[config.mk]
export PLATFORM = sky130hd
export DESIGN_NAME = uart_beacon_tx
export DESIGN_NICKNAME = d
export VERILOG_FILES = /design/src/rtl/uart_beacon_tx.sv
export SDC_FILE = /design/constraint.sdc
export NUM_CORES = 1
export LEC_CHECK = 0
export ABC_AREA = 1
export BUFFER_PORTS_ARGS = -buffer_cell sky130_fd_sc_hd__buf_2
export CAP_MARGIN = 25
export CELL_PAD_IN_SITES_DETAIL_PLACEMENT = 1
export CELL_PAD_IN_SITES_GLOBAL_PLACEMENT = 1
export CORE_MARGIN = 4
export CORE_UTILIZATION = 40
export CTS_BUF_LIST = sky130_fd_sc_hd__clkbuf_8
export CTS_CLUSTER_DIAMETER = 50
export DETAILED_ROUTE_END_ITERATION = 7
export PLACE_DENSITY_LB_ADDON = 0.1
export SLEW_MARGIN = 20
export SYNTH_ARGS = -nofsm -noshare
export SYNTH_HDL_FRONTEND = slang
export SYNTH_SLANG_ARGS = --single-unit
[constraint.sdc]
create_clock -name clk -period 2.5 [get_ports clk]
set_input_delay 0.375 -clock clk [delete_from_list [all_inputs] [get_ports clk]]
set_output_delay 0.375 -clock clk [all_outputs]
set_load 0.01 [all_outputs]
[src/rtl/uart_beacon_tx.sv]
// ============================================================================
// uart_beacon_tx
//
// Autonomous UART beacon for board bring-up. After reset it repeats the
// ASCII message "FPGAScope\r\n" on TXD forever. Each repeat ends with a gap
// of GAP_BITS idle bit-times. No other logic talks to this block: a working
// terminal on the host PC shows that the clock, the baud divider and the TX
// pin are all alive.
//
// Parameters:
//   CLKS_PER_BIT  system clock cycles per serial bit (>= 2), default 868
//                 (100 MHz / 115200 baud)
//   GAP_BITS      idle bit-times between message repeats (>= 1), default 16
//
// Ports:
//   clk   input   system clock, all logic on the rising edge
//   rst   input   asynchronous reset, active low
//   TXD   output  serial data, idle high, driven straight from a flop
//
// Optional feature (compile-time macro UART_PARITY_EN):
//   defined    - an even-parity bit follows data bit 7 (11-bit frame)
//   undefined  - plain 8N1 framing (10-bit frame)
// ============================================================================
module uart_beacon_tx #(
    parameter int CLKS_PER_BIT = 868,
    parameter int GAP_BITS     = 16
) (
    input  logic clk,
    input  logic rst,
    output logic TXD
);

    localparam int CNT_W = $clog2(CLKS_PER_BIT);
    localparam int GAP_W = (GAP_BITS > 1) ? $clog2(GAP_BITS) : 1;

    localparam logic [CNT_W-1:0] CNT_LAST  = CNT_W'(CLKS_PER_BIT - 1);
    localparam logic [GAP_W-1:0] GAP_LAST  = GAP_W'(GAP_BITS - 1);
    localparam logic [3:0]       LAST_BYTE = 4'd10;

    typedef enum logic [2:0] {
        IDLE   = 3'd0,
        START  = 3'd1,
        DATA   = 3'd2,
`ifdef UART_PARITY_EN
        PARITY = 3'd3,
`endif
        STOP   = 3'd4,
        GAP    = 3'd5
    } state_t;

`ifdef UART_PARITY_EN
    localparam state_t AFTER_DATA = PARITY;
`else
    localparam state_t AFTER_DATA = STOP;
`endif

    state_t            state;
    state_t            state_next;
    logic [CNT_W-1:0]  baud_cnt;
    logic              tick;
    logic [2:0]        bit_idx;
    logic [2:0]        bit_idx_next;
    logic [3:0]        byte_idx;
    logic [3:0]        byte_idx_next;
    logic [GAP_W-1:0]  gap_cnt;
    logic [GAP_W-1:0]  gap_cnt_next;
    logic [7:0]        cur_byte;
    logic              txd_next;

    // Message ROM: "FPGAScope\r\n"
    function automatic logic [7:0] msg_byte(input logic [3:0] idx);
        logic [7:0] b;
        case (idx)
            4'd0:    b = 8'h46;
            4'd1:    b = 8'h50;
            4'd2:    b = 8'h47;
            4'd3:    b = 8'h41;
            4'd4:    b = 8'h53;
            4'd5:    b = 8'h63;
            4'd6:    b = 8'h6F;
            4'd7:    b = 8'h70;
            4'd8:    b = 8'h65;
            4'd9:    b = 8'h0D;
            4'd10:   b = 8'h0A;
            default: b = 8'h46;
        endcase
        return b;
    endfunction

    // One tick per bit-time. Every state change happens on a tick.
    assign tick = (baud_cnt == CNT_LAST);

    // State register
    always_ff @(posedge clk or negedge rst) begin
        if (!rst) begin
            state <= IDLE;
        end else begin
            state <= state_next;
        end
    end

    // Next-state logic. Unknown encodings fall back to IDLE.
    always_comb begin
        state_next = IDLE;
        case (state)
            IDLE:    state_next = tick ? START : IDLE;
            START:   state_next = tick ? DATA : START;
            DATA: begin
                if (tick && (bit_idx == 3'd7)) begin
                    state_next = AFTER_DATA;
                end else begin
                    state_next = DATA;
                end
            end
`ifdef UART_PARITY_EN
            PARITY:  state_next = tick ? STOP : PARITY;
`endif
            STOP: begin
                if (tick) begin
                    state_next = (byte_idx == LAST_BYTE) ? GAP : START;
                end else begin
                    state_next = STOP;
                end
            end
            GAP: begin
                if (tick && (gap_cnt == GAP_LAST)) begin
                    state_next = START;
                end else begin
                    state_next = GAP;
                end
            end
            default: state_next = IDLE;
        endcase
    end

    // Index updates. The bit index wraps from 7 to 0 by itself, so it is
    // already 0 when the next frame starts. Entering IDLE, which only happens
    // after an illegal encoding, clears all indices so the message restarts.
    always_comb begin
        bit_idx_next  = bit_idx;
        byte_idx_next = byte_idx;
        gap_cnt_next  = gap_cnt;
        if (tick) begin
            case (state)
                DATA: bit_idx_next = bit_idx + 3'd1;
                STOP: byte_idx_next = (byte_idx == LAST_BYTE) ? 4'd0
                                                              : byte_idx + 4'd1;
                GAP:  gap_cnt_next = (gap_cnt == GAP_LAST) ? '0
                                                           : gap_cnt + GAP_W'(1);
                default: ;
            endcase
        end
        if (state_next == IDLE) begin
            bit_idx_next  = 3'd0;
            byte_idx_next = 4'd0;
            gap_cnt_next  = '0;
        end
    end

    // Output logic. TXD is computed from the next state and next indices.
    // It is then registered on the same edge as the state change, so the
    // line changes exactly at bit boundaries.
    always_comb begin
        cur_byte = msg_byte(byte_idx_next);
        txd_next = 1'b1;
        case (state_next)
            START:   txd_next = 1'b0;
            DATA:    txd_next = cur_byte[bit_idx_next];
`ifdef UART_PARITY_EN
            PARITY:  txd_next = ^cur_byte;
`endif
            default: txd_next = 1'b1;
        endcase
    end

    // Baud counter. It restarts on every state entry, so the first bit after
    // reset or after recovery is a full bit-time.
    always_ff @(posedge clk or negedge rst) begin
        if (!rst) begin
            baud_cnt <= '0;
        end else if (tick || (state_next != state)) begin
            baud_cnt <= '0;
        end else begin
            baud_cnt <= baud_cnt + CNT_W'(1);
        end
    end

    // Index registers and the TXD output flop
    always_ff @(posedge clk or negedge rst) begin
        if (!rst) begin
            bit_idx  <= 3'd0;
            byte_idx <= 4'd0;
            gap_cnt  <= '0;
            TXD      <= 1'b1;
        end else begin
            bit_idx  <= bit_idx_next;
            byte_idx <= byte_idx_next;
            gap_cnt  <= gap_cnt_next;
            TXD      <= txd_next;
        end
    end

endmodule

==> reports/results.txt <==
FF/Latch Area: 627 um^2
Clk_skew: 0.0109 ns
Buffers added on ports: 2
# setup viols final: 1
Slew headroom: 62.0%
Max IR drop VDD: 0.000225 V
Synth area leaders: dfrtp_1, nand2_1, inv_1
Clock H-tree levels: 1
FF-to-FF End: TXD
Layout Nets: 273
Util after Layout: 53.3%
Post-synth EDFFs: 0
Largest net degree at the start of global routing: 26
Layout cells sized above 1: 30.3%
Main synth FF type: dfrtp_1
Xor/xnor cell area share of the yosys netlist: 1.99%
Clock buffer depth: 2
Final WL: 4.80 mm
Fillers: 516
Register area share after synthesis: 35.7%
Asr flop ratio synth: 100%
DRC Markers: 0
Setup crit start kind: flip-flop
Netlist Area Pre-Place: 1760 um^2
Gr ovfl total: 0
Hold Vio Cnt, Final: 0
Lkg Pwr: 1.06 nW
Post-synthesis compound-gate area fraction: 7.83%
Core box area: 4120 um^2
Sink Count: 25
Failing checks: negative setup slack
YS warnings: 0
Footprint of the multi-input gates: 1090 um^2
Num ports: 3
Final min period: 2.57 ns
DP HPWL: 3.54 mm
Worst EP arrival: 2.79 ns
Synthesized area per cell: 7.64 um^2
Clk slew on worst S/H paths: 0.09 ns
Min-delay worst type: input pin to async pin
Vias in the first global route: 1,766
Routed len/inst: 15.4 um
Top cell family by delay on the critical path: simple AND/OR/NAND/NOR gates
RSZ-0062 raised after global routing: yes
CP most frequent cell: nand2_1
Syn nets: 241
Crit path max fanout: 4
Fin crit share: 103%
Yosys reg bits: 25
Setup ws final: -0.0705 ns
Drt first pass iters: 4
Finished Layout Cells: 311
Pins over their slew limit: 0
Main combinational cell family by area after synthesis: simple AND/OR/NAND/NOR gates
Cells after Synth: 230
Synthesis-to-finish area growth: 24.8%
Reg2reg path depth: 21
Die span in y: 74.3 um
Count leader, synth: nand2_1
Iter 0 DRT Violations: 68
Leading area contributor after synthesis: dfrtp_1
Dpl cells: 294
Achievable Freq: 0.389 GHz
Die W: 74.3 um
Crit. End Element: flip-flop
Antenna violations before repair: 0
PD cells: 299 nW/um^2
Number of buffers created by CTS: 3
First-pass GRT wire length: 8.45 mm
CP peak stage delay: 0.41 ns
Reg2reg start: baud_cnt[0]
Avg Vias per Cell: 5.19
Status: finished, violations left
Slew @ Worst Pin: 0.569 ns
DR vias: 1,614
Total global-route track usage: 19.5%
Crit Path Category: flip-flop to flip-flop
Multiplexer share of the synthesized area: 1.21%
Power, Total: 0.656 mW
Die area: 5520 um^2
Distinct cells, synth: 35
Simple-Gate Fraction of Synth Area: 38.4%
CTS tree: yes
Post-DRT Antenna Nets: 0
Synth top area share: 34.2%
Worst path slowest cell: dfrtp_1
Synth top cells by count: nand2_1, inv_1, nor2_1
Max Cap Viol: 0
Worst-skew pair later-pin latency: 0.27 ns
Worst endpoint required time: 2.72 ns
CP bufs+invs: 4
Starting density of the core: 42.7%
Cell Chain, Critical Path: ha_4 -> inv_2 -> nor2_1 -> nand3_1 -> nor2_4 -> nand3_2 -> nand2_4 -> nor2_8 -> nand2_8 -> inv_8 -> a21oi_4 -> inv_4 -> ha_4 -> nand4_1 -> buf_4 -> nand2_1 -> a21boi_1 -> nand2_1 -> nand2_1 -> nand2_1 -> nand2_1
R2R setup slack: -0.07 ns
Adder-Cell Fraction of Synth Area: 6.41%
CTS root buf: clkbuf_8
Routability cong.: 0.862
ANT cells: 0
Row Count: 23
-- routing by layer --
| metal | global-route usage [%] | up-vias | share of wire (%) |
|---|---|---|---|
| met5 | 0 | - | 0 |
| met4 | 4.35 | 0 | 1.6 |
| met3 | 3.92 | 10 | 2.2 |
| met2 | 33.6 | 16 | 51 |
| met1 | 25.5 | 793 | 45 |
| li1 | - | 795 | - |
-- flip-flops by register name, summed over array words and instances, names as in the netlist --
signal	flops
baud_cnt	10
byte_idx	4
gap_cnt	4
bit_idx	3
state	3
TXD	1
-- worst max path at each step --
stage,from,to,slack (ns),depth (start not counted)
2_1_floorplan,baud_cnt[0],TXD,0.03,20
3_3_place_gp,baud_cnt[0],TXD,0.02,21
3_5_place_dp,baud_cnt[0],TXD,-0.16,21
4_1_cts,baud_cnt[1],TXD,-0.04,21
5_1_grt,baud_cnt[0],TXD,-0.29,21
6_report,baud_cnt[0],TXD,-0.07,21
-- placed cells by master, fill, tap and decap left out, types with 3 or more instances in the layout --
cell type	count
nand2_1	45
inv_1	32
dfrtp_1	24
nor2_1	23
buf_4	23
nand3_1	12
nor2_4	9
nand2_2	8
o21ai_0	8
nand4_1	8
nand2_4	5
ha_1	5
inv_2	4
a21oi_1	4
nor3_1	4
nor2_2	3
o21ai_1	3
xor2_1	3
nor3b_1	3
ha_4	3
clkbuf_8	3
-- through the flow --
stage          hold WS (ns)  instance area [um^2]  setup TNS, ns  setup WS (ns)
3_5_place_dp          0.405                  1930         -0.163         -0.163
4_1_cts              0.0949                  2100        -0.0410        -0.0410
6_report             0.0806                  2190        -0.0705        -0.0705
5_1_grt               0.121                  2190         -0.292         -0.292
2_1_floorplan        0.0794                  1760              0         0.0342
3_3_place_gp          0.398                  1930              0         0.0152
-- final cells by class --
cell class              count  share of cell area (%)
clock buffers               3                    1.88
inverters                  39                    7.13
multi-input cells         166                    49.9
clock inverters             1                   0.228
repair buffers             27                    9.36
flip-flops and latches     25                    28.6
well taps                  50                    2.85
-- cells by family (layout without fill, tap and decap cells) --
family,Yosys count,in the layout
AND/OR/NAND/NOR,127,127
multiplexers,2,2
buffers and inverters,39,70
flip-flops,25,25
AO/OA/AOI/OAI,24,24
adder cells (fa/ha/maj),9,9
XOR/XNOR,4,4
-- what timing repair did --
item | 4_1_cts | 5_1_grt
pin swaps | 13 | 17
setup buffers | 9 | 4
gates resized for setup | 17 | 15
hold buffers | 0 | 0
endpoints found under the setup margin | 1 | 1
hold endpoints to repair | 0 | 0
-- power breakdown --
group,leakage [nW],internal (mW),switching [mW],total (mW)
Sequential,0.331,0.404,0,0.404
Combinational,0.702,0.000559,0.00772,0.00827
Clock,0.0255,0.112,0.132,0.244
No activity file was read; power rests on OpenSTA's default activity.
